<file path="config.mk">
export PLATFORM = sky130hd
export DESIGN_NAME = commit_trace_fifo
export DESIGN_NICKNAME = d
export VERILOG_FILES = /design/src/rtl/commit_trace_fifo.sv
export SDC_FILE = /design/constraint.sdc
export NUM_CORES = 1
export LEC_CHECK = 0
export ABC_AREA = 1
export CAP_MARGIN = 20
export CELL_PAD_IN_SITES_DETAIL_PLACEMENT = 2
export CELL_PAD_IN_SITES_GLOBAL_PLACEMENT = 2
export CORE_MARGIN = 3
export CORE_UTILIZATION = 36
export DETAILED_ROUTE_END_ITERATION = 7
export PLACE_DENSITY_LB_ADDON = 0.12
export SLEW_MARGIN = 40
export SYNTH_ARGS = -nofsm -noshare
export SYNTH_HDL_FRONTEND = slang
export SYNTH_SLANG_ARGS = --single-unit
</file>
<file path="constraint.sdc">
create_clock -name clk_i -period 3.51 [get_ports clk_i]
set_input_delay 0.351 -clock clk_i [delete_from_list [all_inputs] [get_ports clk_i]]
set_output_delay 0.351 -clock clk_i [all_outputs]
set_load 0.01 [all_outputs]
</file>
<file path="src/rtl/commit_trace_fifo.sv">
// Commit trace FIFO: captures register-file writebacks and data-memory stores from
// the core and streams them to a host drain over valid/ready. It never back-pressures
// the core; events that do not fit are dropped and accounted for.
module commit_trace_fifo #(
    parameter int unsigned DEPTH  = 16,
    parameter int unsigned DROP_W = 16
) (
    input  logic                     clk_i,
    input  logic                     rst_i,
    input  logic                     clear_i,
    input  logic                     rf_we_i,
    input  logic [4:0]               rf_addr_i,
    input  logic [31:0]              rf_data_i,
    input  logic                     mem_we_i,
    input  logic [8:0]               mem_addr_i,
    input  logic [31:0]              mem_data_i,
    input  logic [3:0]               mem_strb_i,
    output logic                     trace_valid_o,
    output logic [45:0]              trace_data_o,
    input  logic                     trace_ready_i,
    output logic [$clog2(DEPTH):0]   count_o,
    output logic                     overflow_o,
    output logic [DROP_W-1:0]        drop_cnt_o
);

    localparam int unsigned PW = $clog2(DEPTH);
    localparam int unsigned CW = PW + 1;
    localparam int unsigned EW = 46;

    logic          reg_ev, mem_ev, pop;
    logic [EW-1:0] reg_entry, mem_entry, first_entry;
    logic [CW-1:0] free;
    logic [1:0]    n_ev, n_push, n_drop;
    logic [PW-1:0] wr_ptr_nxt;
    logic [DROP_W:0] drop_sum;

    logic [PW-1:0]     wr_ptr_q, wr_ptr_d, rd_ptr_q, rd_ptr_d;
    logic [CW-1:0]     count_q, count_d;
    logic              overflow_q, overflow_d;
    logic [DROP_W-1:0] drop_cnt_q, drop_cnt_d;

    // Entry storage is deliberately not reset.
    logic [EW-1:0] mem_q [DEPTH];

    // Decode events and decide how many fit; space freed by a same-cycle pop is not reused.
    always_comb begin
        reg_ev      = rf_we_i && (rf_addr_i != 5'd0);
        mem_ev      = mem_we_i;
        reg_entry   = {1'b0, 4'b0, rf_addr_i, 4'hF, rf_data_i};
        mem_entry   = {1'b1, mem_addr_i, mem_strb_i, mem_data_i};
        // The reg entry always goes first, so a lone mem event takes the first slot.
        first_entry = reg_ev ? reg_entry : mem_entry;
        n_ev        = {1'b0, reg_ev} + {1'b0, mem_ev};
        free        = CW'(DEPTH) - count_q;
        if (free >= CW'(2)) begin
            n_push = n_ev;
        end else if (free == CW'(1)) begin
            n_push = (n_ev != 2'd0) ? 2'd1 : 2'd0;
        end else begin
            n_push = 2'd0;
        end
        n_drop     = n_ev - n_push;
        pop        = (count_q != '0) && trace_ready_i;
        wr_ptr_nxt = wr_ptr_q + PW'(1);
        drop_sum   = {1'b0, drop_cnt_q} + (DROP_W + 1)'(n_drop);
    end

    // Next-state for pointers, occupancy and drop accounting; clear overrides everything.
    always_comb begin
        wr_ptr_d   = wr_ptr_q;
        rd_ptr_d   = rd_ptr_q;
        count_d    = count_q;
        overflow_d = overflow_q;
        drop_cnt_d = drop_cnt_q;
        if (clear_i) begin
            wr_ptr_d   = '0;
            rd_ptr_d   = '0;
            count_d    = '0;
            overflow_d = 1'b0;
            drop_cnt_d = '0;
        end else begin
            wr_ptr_d   = wr_ptr_q + PW'(n_push);
            rd_ptr_d   = rd_ptr_q + PW'(pop);
            count_d    = count_q + CW'(n_push) - CW'(pop);
            overflow_d = overflow_q | (n_drop != 2'd0);
            drop_cnt_d = drop_sum[DROP_W] ? '1 : drop_sum[DROP_W-1:0];
        end
    end

    // Control state register.
    always_ff @(posedge clk_i or posedge rst_i) begin
        if (rst_i) begin
            wr_ptr_q   <= '0;
            rd_ptr_q   <= '0;
            count_q    <= '0;
            overflow_q <= 1'b0;
            drop_cnt_q <= '0;
        end else begin
            wr_ptr_q   <= wr_ptr_d;
            rd_ptr_q   <= rd_ptr_d;
            count_q    <= count_d;
            overflow_q <= overflow_d;
            drop_cnt_q <= drop_cnt_d;
        end
    end

    // Write accepted entries at the write pointer (and the slot after it for a dual push).
    always_ff @(posedge clk_i) begin
        if (!clear_i) begin
            if (n_push != 2'd0) begin
                mem_q[wr_ptr_q] <= first_entry;
            end
            if (n_push == 2'd2) begin
                mem_q[wr_ptr_nxt] <= mem_entry;
            end
        end
    end

    // Registered status straight out; head entry read combinationally from storage.
    always_comb begin
        trace_valid_o = (count_q != '0);
        trace_data_o  = mem_q[rd_ptr_q];
        count_o       = count_q;
        overflow_o    = overflow_q;
        drop_cnt_o    = drop_cnt_q;
    end

endmodule
</file>
==> run summary <==
Worst-margin pin slew: 0.833 ns
TritonCTS clock tree: built
Number of placed I/O pins: 157
Layout-stage area growth over the synthesis result: 19.3%
Post-route DRC violation count: 0
Slew margin rel.: 0.443
Peak supply drop: 0.000413 V
Die span in x: 338 um
Static leakage: 16.9 nW
Final period utilization: 0.981
Area after detailed placement: 44100 um^2
Hold-fix buffers, CTS: 0
Clock transition time at the flip-flop clock pins of the worst setup and hold paths: 0.06 ns
Combined area of the multi-input logic cells: 14300 um^2
Total die area: 114000 um^2
Worst clock skew on the final layout: 0.0210 ns
Highest Clock Rate: 0.291 GHz
Top fanout value on the critical path: 28
Post-route cell area: 47400 um^2
Post-route antenna net violation count: 0
Ant. Diodes: 0
Overflow left after global routing: 0
Number of port buffers: 156
Portion of the post-synthesis area used by sequential elements: 0.572
Largest net degree at the start of global routing: 89
Post-synth top area share: 0.545
Critical path capture point type: output pin
Worst path arrival time: 3.09 ns
Total Wirelength: 176000 um
Number of search-and-repair iterations in the first detailed-routing pass: 6
Antenna violations before repair: 5
Routed WL per cell: 31.1 um
# rows: 121
Critical path class: flip-flop to output pin
Mapped Nets: 4138
Synthesized netlist cell count: 4027
Instance count after placement with tap cells included: 5486
Initial cell density of the core: 0.364
Total global-route track usage: 0.304
Total power draw: 28.5 mW
Synthesis Warnings: 0
TritonCTS Sinks: 766
Required time at the endpoint of the critical path: 3.16 ns
Register bit count reported by yosys: 766
Number of global-route vias before repair: 36012
Number of library cell types mapped by synthesis: 41
Top-count cell post-synth: sky130_fd_sc_hd__nand2_1
Non-filler cells in the finished layout: 5661
Result of the run: finished, final reports clean
EDFF count, synth: 720
Max Transition Viols Final: 0
RSZ-0062 raised after global routing: true
Total via count in the routed design: 33962
First-pass GRT wire length: 253000 um
Power per Cell Area: 602 nW/um^2
Synth async-reset ratio: 0.0392
Detailed placement HPWL: 103000 um
Starting DRC count in detailed routing: 2972
RD Place Congestion: 0.793
Vias/cell: 6.00
Filler Cells Inserted: 11514
Primary flip-flop cell chosen by synthesis mapping: sky130_fd_sc_hd__edfxtp_1
Final hold slack: 0.0515 ns
CTS HTree Levels: 3
Vertical die dimension: 338 um
FF/Latch Area: 22700 um^2
Count of final setup violators: 0
Area of the core: 109000 um^2
Clock buffer depth: 3
Root buffer cell: sky130_fd_sc_hd__clkbuf_16
Kind of start point of the critical path: flip-flop
Latest clock arrival within the worst-skew pair: 0.67 ns
Top cells by area in the synthesized netlist: sky130_fd_sc_hd__edfxtp_1 54%, sky130_fd_sc_hd__o21ai_0 8.8%, sky130_fd_sc_hd__nand2_1 7.1%, sky130_fd_sc_hd__mux2i_1 5.6%, sky130_fd_sc_hd__o211ai_1 3.5%
Most instantiated cells after synthesis: 751 x sky130_fd_sc_hd__nand2_1, 720 x sky130_fd_sc_hd__edfxtp_1, 700 x sky130_fd_sc_hd__o21ai_0, 258 x sky130_fd_sc_hd__inv_1, 224 x sky130_fd_sc_hd__clkbuf_1
Worst hold path type: primary input to async pin
Nets: 4231
Mean cell area of the mapped netlist: 9.86 um^2
Cell area after technology mapping: 39700 um^2
Crit path time final: 3.44 ns
Most area-hungry cell type in the Yosys netlist: sky130_fd_sc_hd__edfxtp_1
Number of endpoints with negative hold slack in the final report: 0
Number of violations of the max-capacitance limit: 0
Inserted Clock Buffers: 93
Total Negative Setup Slacks: 0 ns
Layout cell share with drive strength beyond 1: 0.117
cell usage in the layout, fill, tap and decap left out, types with 5 or more instances in the layout:
cell type / count
sky130_fd_sc_hd__clkbuf_1: 20
sky130_fd_sc_hd__inv_2: 21
sky130_fd_sc_hd__edfxtp_1: 720
sky130_fd_sc_hd__nand2_1: 727
sky130_fd_sc_hd__ha_1: 16
sky130_fd_sc_hd__bufinv_16: 5
sky130_fd_sc_hd__o22ai_1: 44
sky130_fd_sc_hd__nand4_1: 17
sky130_fd_sc_hd__clkbuf_16: 98
sky130_fd_sc_hd__buf_4: 177
sky130_fd_sc_hd__nand3_1: 131
sky130_fd_sc_hd__o21ai_1: 174
sky130_fd_sc_hd__buf_12: 78
sky130_fd_sc_hd__dfrtp_1: 26
sky130_fd_sc_hd__clkdlybuf4s50_1: 154
sky130_fd_sc_hd__inv_1: 237
sky130_fd_sc_hd__a21oi_1: 200
sky130_fd_sc_hd__clkinv_2: 14
sky130_fd_sc_hd__clkinv_1: 26
sky130_fd_sc_hd__o21ai_0: 698
sky130_fd_sc_hd__nand2_2: 10
sky130_fd_sc_hd__o211ai_1: 184
sky130_fd_sc_hd__nand2_4: 27
sky130_fd_sc_hd__nand3_4: 18
sky130_fd_sc_hd__nor2_1: 63
sky130_fd_sc_hd__xor2_1: 6
sky130_fd_sc_hd__dfxtp_1: 16
sky130_fd_sc_hd__mux2i_1: 221
state kept, by name, summed over array words and instances (netlist names):
name and cells:
count_o 5, rd_ptr_q 4, overflow_o 1, drop_cnt_o 16
wr_ptr_q 4, mem_q 736
critical path: stages, from the launching register on:
cell and delay [ns]:
sky130_fd_sc_hd__dfrtp_4 0.68, sky130_fd_sc_hd__clkinv_16 0.22, sky130_fd_sc_hd__buf_4 0.31, sky130_fd_sc_hd__o211ai_1 0.25
sky130_fd_sc_hd__nand3_1 0.20, sky130_fd_sc_hd__nand2_1 0.15, sky130_fd_sc_hd__clkdlybuf4s50_1 0.55
layout make-up:
class | count | area share
Sequential cell | 766 | 0.479
Timing Repair Buffer | 421 | 0.0984
Multi-Input combinational cell | 2571 | 0.302
Inverter | 267 | 0.0219
Clock buffer | 118 | 0.0527
Tap cell | 1476 | 0.0390
Clock inverter | 42 | 0.00668
power breakdown:
group	switching, mW	internal (mW)
clock	3.96	5.33
combinational	5.29	3.19
sequential	0.228	10.5
total	9.48	19.0
stage by stage:
step	worst slack, ns	util
after detailed placement	-0.169	0.404
final	0.0684	0.434
after global routing	-0.0238	0.434
after floorplan	0.00874	-
after CTS	0.0202	0.431
after global placement	-0.0684	0.404
path summary, 6_finish.rpt:
kind,from,end,slack (ns),depth (start not counted)
max in group asynchronous,rst_i,count_o[1],2.76,3
min in group clk_i,mem_data_i[28],mem_q[6][28],0.27,3
worst max register to register,count_o[2],drop_cnt_o[11],0.18,23
worst min register to register,mem_q[0][45],mem_q[0][45],0.47,2
worst max-delay path,rd_ptr_q[1],trace_data_o[15],0.07,6
worst min-delay path,rst_i,drop_cnt_o[14],0.05,2
kinds of logic (layout without fill, tap and decap cells):
group                    count (synthesis)  after routing  share of synthesized area
buffers and inverters                  690            848                     0.0789
multiplexers                           221            221                     0.0557
adder cells (fa/ha/maj)                 23             23                    0.00782
flip-flops                             766            766                      0.572
AO/OA/AOI/OAI                         1306           1306                      0.178
XOR/XNOR                                11             11                    0.00243
AND/OR/NAND/NOR                       1010           1010                      0.105
layer usage:
layer,global-route usage,up-vias,part of all wire
met5,0,-,0.00017
met4,0.102,4,0.036
met3,0.0357,354,0.059
met2,0.517,1256,0.48
met1,0.404,17912,0.42
li1,-,14436,-
timing repair:
item,in CTS,in global routing
setup endpoints to repair,56,23
pin swaps,2,7
gates resized for setup,13,38
buffers inserted,5,7
gates cloned,0,3
Note: power is estimated with default switching activity, not from simulation.
